===== src/rtl/coin_acceptor_if.sv =====
// -----------------------------------------------------------------------------
// coin_acceptor_if
//   Issue bus between the coin acceptor and the vending machine FSM.
//
//   coin_code  2  00 none, 01 five, 10 ten (one-cycle code per coin)
//   sink_busy  1  vending machine not ready; 1 = hold issuing
//
//   master : coin acceptor (drives coin_code, observes sink_busy)
//   slave  : vending machine (observes coin_code, drives sink_busy)
// -----------------------------------------------------------------------------
interface coin_acceptor_if;
   logic [1:0] coin_code;
   logic       sink_busy;

   modport master (output coin_code, input sink_busy);
   modport slave  (input coin_code, output sink_busy);
endinterface


===== src/rtl/coin_acceptor.sv =====
// -----------------------------------------------------------------------------
// coin_acceptor
//   Front end of the vending machine. Two raw mechanical coin sensors are
//   synchronised, debounced and edge-detected. Valid insertions are queued in
//   a small FIFO and issued one at a time as a one-cycle code on the issue bus,
//   with an enforced idle gap between codes and backpressure from the sink.
//
// Parameters
//   DEBOUNCE_CYCLES  synced cycles a sensor must disagree before its level flips
//   MIN_GAP          cycles of coin_code=00 forced after every issued code
//   FIFO_DEPTH       pending-coin entries (power of two, >= 2)
//
// Ports
//   clk          clock, rising edge
//   rst          asynchronous reset, active low
//   sense_5      raw 5-unit sensor (asynchronous, bouncy)
//   sense_10     raw 10-unit sensor (asynchronous, bouncy)
//   enable       0 = reject every new coin
//   bus          issue bus (master): coin_code out, sink_busy in
//   coin_reject  one-cycle pulse per rejected insertion cycle
//   jam          level, both debounced sensors high
//   fifo_count   entries pending
//   credit_total running credit, saturating at 65535 (only with COIN_COUNT_EN)
//
// Optional feature macro: COIN_COUNT_EN
// -----------------------------------------------------------------------------
module coin_acceptor #(
   parameter int DEBOUNCE_CYCLES = 4,
   parameter int MIN_GAP         = 3,
   parameter int FIFO_DEPTH      = 4
) (
   input  logic                          clk,
   input  logic                          rst,
   input  logic                          sense_5,
   input  logic                          sense_10,
   input  logic                          enable,
   coin_acceptor_if.master               bus,
   output logic                          coin_reject,
   output logic                          jam,
   output logic [$clog2(FIFO_DEPTH):0]   fifo_count
`ifdef COIN_COUNT_EN
   ,
   output logic [15:0]                   credit_total
`endif
);

   localparam int PTR_W   = $clog2(FIFO_DEPTH);
   localparam int FCNT_W  = PTR_W + 1;
   localparam int DBC_W   = $clog2(DEBOUNCE_CYCLES);
   localparam int GAP_W   = (MIN_GAP > 2) ? $clog2(MIN_GAP - 1) : 1;

   localparam logic [DBC_W-1:0]  DB_LAST  = DBC_W'(DEBOUNCE_CYCLES - 1);
   localparam logic [FCNT_W-1:0] FULL_CNT = FCNT_W'(FIFO_DEPTH);
   // The gap is MIN_GAP zero cycles: ISSUE->GAP edge, MIN_GAP-1 GAP cycles
   // and the final IDLE cycle that performs the next pop.
   localparam logic [GAP_W-1:0]  GAP_LAST = GAP_W'((MIN_GAP > 2) ? MIN_GAP - 2 : 0);

   typedef enum logic [1:0] {S_IDLE, S_ISSUE, S_GAP} state_t;

   // Channel index 0 = five, 1 = ten.
   logic [1:0]       sense;
   logic [1:0]       sync1, sync2;
   logic [1:0]       db_lvl, db_lvl_d;
   logic [DBC_W-1:0] db_cnt [2];
   logic [1:0]       sync_fill;
   logic             armed;

   logic [1:0]       ev;
   logic             any_ev, both_ev, fifo_full, reject, push, pop;
   logic [1:0]       push_code;

   logic [1:0]       fifo_mem [FIFO_DEPTH];
   logic [PTR_W-1:0] wr_ptr, rd_ptr;

   state_t           state;
   logic [1:0]       coin_code_r;
   logic [GAP_W-1:0] gap_cnt;

   assign sense = {sense_10, sense_5};

   // ---- synchronise + debounce -------------------------------------------
   always_ff @(posedge clk or negedge rst) begin
      if (!rst) begin
         sync1    <= '0;
         sync2    <= '0;
         db_lvl   <= '0;
         db_lvl_d <= '0;
         for (int i = 0; i < 2; i++) db_cnt[i] <= '0;
      end else begin
         sync1    <= sense;
         sync2    <= sync1;
         db_lvl_d <= db_lvl;
         for (int i = 0; i < 2; i++) begin
            if (sync2[i] != db_lvl[i]) begin
               if (db_cnt[i] == DB_LAST) begin
                  db_lvl[i] <= sync2[i];
                  db_cnt[i] <= '0;
               end else begin
                  db_cnt[i] <= db_cnt[i] + 1'b1;
               end
            end else begin
               db_cnt[i] <= '0;
            end
         end
      end
   end

   // ---- arming -------------------------------------------------------------
   // The reset-cleared levels do not count as "seen low": arming waits until
   // the synchronisers hold real samples and both sensors read low with low
   // debounced levels. A sensor held high through reset therefore has to be
   // released before it can produce a coin.
   always_ff @(posedge clk or negedge rst) begin
      if (!rst) begin
         sync_fill <= '0;
         armed     <= 1'b0;
      end else begin
         sync_fill <= {sync_fill[0], 1'b1};
         if (sync_fill[1] && (db_lvl == 2'b00) && (sync2 == 2'b00))
            armed <= 1'b1;
      end
   end

   // ---- event / accept-reject ----------------------------------------------
   assign ev        = db_lvl & ~db_lvl_d & {2{armed}};
   assign any_ev    = |ev;
   assign both_ev   = &ev;
   // Fullness is the registered count, i.e. before any same-cycle pop.
   assign fifo_full = (fifo_count == FULL_CNT);
   // A coin seen while the other sensor is already high is treated as jammed
   // even before the registered jam flag has caught up.
   assign reject    = any_ev & (~enable | jam | (&db_lvl) | both_ev | fifo_full);
   assign push      = any_ev & ~reject;
   assign push_code = ev[0] ? 2'b01 : 2'b10;
   assign pop       = (state == S_IDLE) && (fifo_count != '0) && !bus.sink_busy;

   always_ff @(posedge clk or negedge rst) begin
      if (!rst) begin
         coin_reject <= 1'b0;
         jam         <= 1'b0;
      end else begin
         coin_reject <= reject;
         jam         <= &db_lvl;
      end
   end

   // ---- FIFO ----------------------------------------------------------------
   // Storage is data only; pointers and count carry all the state.
   always_ff @(posedge clk) begin
      if (push) fifo_mem[wr_ptr] <= push_code;
   end

   always_ff @(posedge clk or negedge rst) begin
      if (!rst) begin
         wr_ptr     <= '0;
         rd_ptr     <= '0;
         fifo_count <= '0;
      end else begin
         if (push) wr_ptr <= wr_ptr + 1'b1;
         if (pop)  rd_ptr <= rd_ptr + 1'b1;
         case ({push, pop})
            2'b10:   fifo_count <= fifo_count + 1'b1;
            2'b01:   fifo_count <= fifo_count - 1'b1;
            default: fifo_count <= fifo_count;
         endcase
      end
   end

   // ---- issue scheduler -----------------------------------------------------
   always_ff @(posedge clk or negedge rst) begin
      if (!rst) begin
         state       <= S_IDLE;
         coin_code_r <= 2'b00;
         gap_cnt     <= '0;
      end else begin
         case (state)
            S_IDLE: begin
               if (pop) begin
                  coin_code_r <= fifo_mem[rd_ptr];
                  state       <= S_ISSUE;
               end
            end
            S_ISSUE: begin
               coin_code_r <= 2'b00;
               gap_cnt     <= '0;
               state       <= (MIN_GAP > 1) ? S_GAP : S_IDLE;
            end
            S_GAP: begin
               if (gap_cnt == GAP_LAST) state <= S_IDLE;
               else                     gap_cnt <= gap_cnt + 1'b1;
            end
            default: begin
               state       <= S_IDLE;
               coin_code_r <= 2'b00;
            end
         endcase
      end
   end

   assign bus.coin_code = coin_code_r;

`ifdef COIN_COUNT_EN
   function automatic logic [15:0] sat_add16(input logic [15:0] a, input logic [4:0] b);
      logic [16:0] s;
      s = {1'b0, a} + {12'b0, b};
      return s[16] ? 16'hFFFF : s[15:0];
   endfunction

   // Credited on the pop edge so the total moves with the valid code.
   always_ff @(posedge clk or negedge rst) begin
      if (!rst) begin
         credit_total <= '0;
      end else if (pop) begin
         credit_total <= sat_add16(credit_total,
                                   (fifo_mem[rd_ptr] == 2'b01) ? 5'd5 : 5'd10);
      end
   end
`endif

endmodule


===== src/flat_wrapper.sv =====
// flat-port wrapper written by rule: the top's interface ports become plain ports
module coin_acceptor_flat 
#(
   parameter int DEBOUNCE_CYCLES = 4,
   parameter int MIN_GAP         = 3,
   parameter int FIFO_DEPTH      = 4
)
  (clk, rst, sense_5, sense_10, enable, coin_reject, jam, fifo_count, bus_coin_code, bus_sink_busy);
  coin_acceptor_if bus_i ();
  input  logic clk;
  input  logic rst;
  input  logic sense_5;
  input  logic sense_10;
  input  logic enable;
  output logic coin_reject;
  output logic jam;
  output logic [$clog2(FIFO_DEPTH):0] fifo_count;
  output wire logic [$bits(bus_i.coin_code)-1:0] bus_coin_code;
  input wire logic [$bits(bus_i.sink_busy)-1:0] bus_sink_busy;
  assign bus_coin_code = bus_i.coin_code;
  assign bus_i.sink_busy = bus_sink_busy;
  coin_acceptor #(.DEBOUNCE_CYCLES(DEBOUNCE_CYCLES), .MIN_GAP(MIN_GAP), .FIFO_DEPTH(FIFO_DEPTH)) u_core (.clk(clk), .rst(rst), .sense_5(sense_5), .sense_10(sense_10), .enable(enable), .bus(bus_i), .coin_reject(coin_reject), .jam(jam), .fifo_count(fifo_count));
endmodule

===== config.mk =====
export PLATFORM = sky130hd
export DESIGN_NAME = coin_acceptor_flat
export DESIGN_NICKNAME = d
export VERILOG_FILES = /design/src/rtl/coin_acceptor_if.sv /design/src/rtl/coin_acceptor.sv /design/src/flat_wrapper.sv
export SDC_FILE = /design/constraint.sdc
export NUM_CORES = 1
export LEC_CHECK = 0
export ABC_AREA = 1
export CAP_MARGIN = 30
export CORE_MARGIN = 2
export CORE_UTILIZATION = 53
export DETAILED_ROUTE_END_ITERATION = 12
export PLACE_DENSITY = 0.74
export SYNTH_ARGS = -nofsm -noshare
export SYNTH_HDL_FRONTEND = slang
export SYNTH_SLANG_ARGS = --single-unit

===== constraint.sdc =====
create_clock -name clk -period 2.8 [get_ports clk]
set_input_delay 0.84 -clock clk [delete_from_list [all_inputs] [get_ports clk]]
set_output_delay 0.84 -clock clk [all_outputs]
set_load 0.01 [all_outputs]

==> results.toml, run 1 <==
[sta]
rsz0062_at_grt = "no"
fin_crit_sh = 0.852
fin_ws_ns = 0.415
hold_viol_final = 0
clock_skew_ns = 0.00681
max_freq_mhz = 419
setup_tns_ns = 0
min_period_ns = 2.39
finalSetupViolCount = 0
hold_ws_ns = 0.361
finalMaxSlewViolations = 0

[clock_network]
numCtsBuffers = 5
clk_pin_slew_ns = 0.11
ctsResizeCount = 0
cts.sinks = 37
clk_latency_ns = 0.34
clock_path_buffers = 2
cts_root_buffer = "clkbuf_4"
hold_buffers = 0
cts_tree = "done"
cts_setup_buffers = 0
htree_levels = 2

[grt]
grt_max_degree = 30
grtUsageTotal = 0.164
grt_pass1_wl_um = 4040
antenna_found_initial = 0
grt_pass1_vias = 1008
grt_overflow = 0

[critical_path]
start_kind = "input pin"
cpLargestDelayFamily = "adder cells"
cp_slowest_stage_delay_ns = 0.45
crit_required_ns = 3.06
crit_fanout = 7
worstSetupPathType = "input pin to register"
end_kind = "register"
cp_slowest_cell = "clkdlybuf4s50_1"
cp_cell_sequence = "clkdlybuf4s50_1 > nand3_1 > a21oi_2 > nand2_4 > ha_1 > inv_1 > fa_1 > o21ai_0"
cp.arrival_ns = 2.64
path_buf_inv = 2

[synthesis]
synth_area_per_cell_um2 = 10.4
ys_warn_count = 0
syn_inst = 156
synth.net_count = 174
ys_types = 20
ys_seq_area_frac = 0.596
syn-cell-area_um2 = 1620
ys_seq_elements = 37

[drt]
num_vias = 1035
drc = 0
postRouteAntennaNets = 0
routedWlPerCell_um = 11.8
drt_iter0_drc = 37
routed_wl_um = 2480
drt-pass1-iter-count = 4
via_per_inst = 4.93

[layout]
fin_nets = 194
reg_top3 = "u_core.fifo_mem: 8 flops, u_core.db_cnt: 4 flops, u_core.fifo_count: 3 flops"
synthToLayoutAreaGrowth_pct = 15.8
antennaDiodeCount = 0
largest_reg_flops = 8
regMostFlops = "u_core.fifo_mem"
design_area_um2 = 1880
drive_above_1_share = 0.102

[floorplan]
start_util = 0.545
pin_count = 13
die_area_um2 = 3520
rows = 20
core_region_area_um2 = 2980
die_h_um = 59.3
die_w_um = 59.3

[pwr]
ir_worst_vdd_v = 0.000535
p_sw_frac = 0.374
power_density_nw_per_um2 = 1070
clkPwrFrac = 0.193
power_uw = 2020
p_int_uw = 1260
leakagePower_uw = 0.000922
p_comb_frac = 0.381
switching_power_uw = 755
power_frac_seq = 0.426

[worst_hold_path]
hold_path.class = "register to register"

[place]
dp_hpwl_um = 1850
place_ws_ns = 0.0839
gp_congestion = 0.798
place_area_um2 = 1790
io_buffers = 12

[run_status]
status = "completed"

[flow_run]
maxCapViolations = 0
power groups by stage:
stage / clock network (µW) / logic (µW) / registers, µW
finish: 390 / 769 / 858
global route: 416 / 879 / 882
CTS: 398 / 780 / 860
detailed placement: 0 / 770 / 869
global placement: 0 / 732 / 861
floorplan: 0 / 530 / 860
cell families after synthesis:
| logic type | count (synthesis) | share of synthesized area |
|---|---|---|
| fa+ha+maj | 12 | 0.0972 |
| buf+inv | 26 | 0.0602 |
| flops | 37 | 0.596 |
| compound gates | 12 | 0.0424 |
| other cells | 1 | 0.00231 |
| xor+xnor | 5 | 0.0270 |
| simple gates | 63 | 0.175 |
area by class of cell:
class	instances	area, µm²
multi-input combinational	93	558
sequential	37	966
clock buffer	6	51.3
clock inverter	2	36.3
tap	33	41.3
timing repair buffer	13	128
fill	244	1100
inverter	26	97.6
path summary, 6_finish.rpt:
path                            startpoint  slack, ns  cells past startpoint              endpoint
hold reg to reg            u_core.sync1[1]       0.36                      0       u_core.sync2[1]
min in group asynchronous              rst       0.86                      2      u_core.rd_ptr[1]
setup / recovery                    enable       0.41                      8  u_core.fifo_count[1]
hold / removal             u_core.sync1[1]       0.36                      0       u_core.sync2[1]
max in group asynchronous              rst       1.67                      2      u_core.wr_ptr[0]
setup reg to reg           u_core.state[0]       0.49                     12  u_core.fifo_count[2]
metrics by stage:
step,cells,utilization
after floorplan,156,-
after global placement,202,0.601
after detailed placement,202,0.601
after CTS,210,0.631
after global routing,210,0.631
final,210,0.631
synth_stat cells (all sizes together):
cell type	instances	area (µm²)
a41o	1	10.0
xor2	2	17.5
o21ai	5	25.0
nand3	8	40.0
conb	1	3.75
ha	11	138
nor3	2	10.0
dfrtp	29	726
nor2	15	68.8
inv	26	97.6
fa	1	20.0
a21oi	6	33.8
edfxtp	8	240
xnor2	3	26.3
nand2	38	165
worst register-to-register path: stages (launching register included):
cell and delay (ns):
dfrtp_1 0.42, inv_1 0.11, ha_1 0.27, inv_1 0.08
nor2_2 0.10, nand2_2 0.09, inv_1 0.09, ha_1 0.15
inv_1 0.07, fa_1 0.38, a21oi_1 0.16, o21ai_0 0.12
xor2_1 0.15
per-layer routing:
layer / GRT usage / routed length, µm / up-vias
met5: 0 / 0 / -
met4: 0.0844 / 46 / 0
met3: 0.0655 / 94 / 6
met2: 0.290 / 1320 / 17
met1: 0.162 / 1020 / 488
li1: - / - / 524
cell usage in the layout (no fill, tap or decap), types with 2 or more instances in the layout:
cell type        instances
nand2_4                  2
clkbuf_4                 5
inv_1                   26
nand2_2                  3
o21ai_0                  5
nor2_1                  12
nand2_1                 33
nand3_1                  8
ha_1                    11
nor3_1                   2
nor2_2                   2
a21oi_1                  5
edfxtp_1                 8
clkdlybuf4s50_1         12
xor2_1                   2
dfrtp_1                 29
xnor2_1                  3
Note: power is estimated with default switching activity, not from simulation.
==> run 2: changes to the inputs <==
--- a/config.mk
+++ b/config.mk
@@ -9,6 +9,7 @@
 export CAP_MARGIN = 30
 export CORE_MARGIN = 2
 export CORE_UTILIZATION = 53
+export CTS_CLUSTER_DIAMETER = 100
 export DETAILED_ROUTE_END_ITERATION = 12
 export PLACE_DENSITY = 0.74
 export SYNTH_ARGS = -nofsm -noshare
==> constraint.sdc (replaced) <==
create_clock -name clk -period 2.9 [get_ports clk]
set_input_delay 0.87 -clock clk [delete_from_list [all_inputs] [get_ports clk]]
set_output_delay 0.87 -clock clk [all_outputs]
set_load 0.01 [all_outputs]
==> results of run 2 <==
Same layout as run 1 (identical final DEF). Status: completed.
Main changes from that run: setup slack after placement 0.0839 ns -> 0.154 ns; setup slack after layout 0.415 ns -> 0.485 ns; register-to-register setup slack 0.49 ns -> 0.59 ns; total power 2020 µW -> 1950 µW; worst IR drop on VDD 0.000535 V -> 0.000516 V
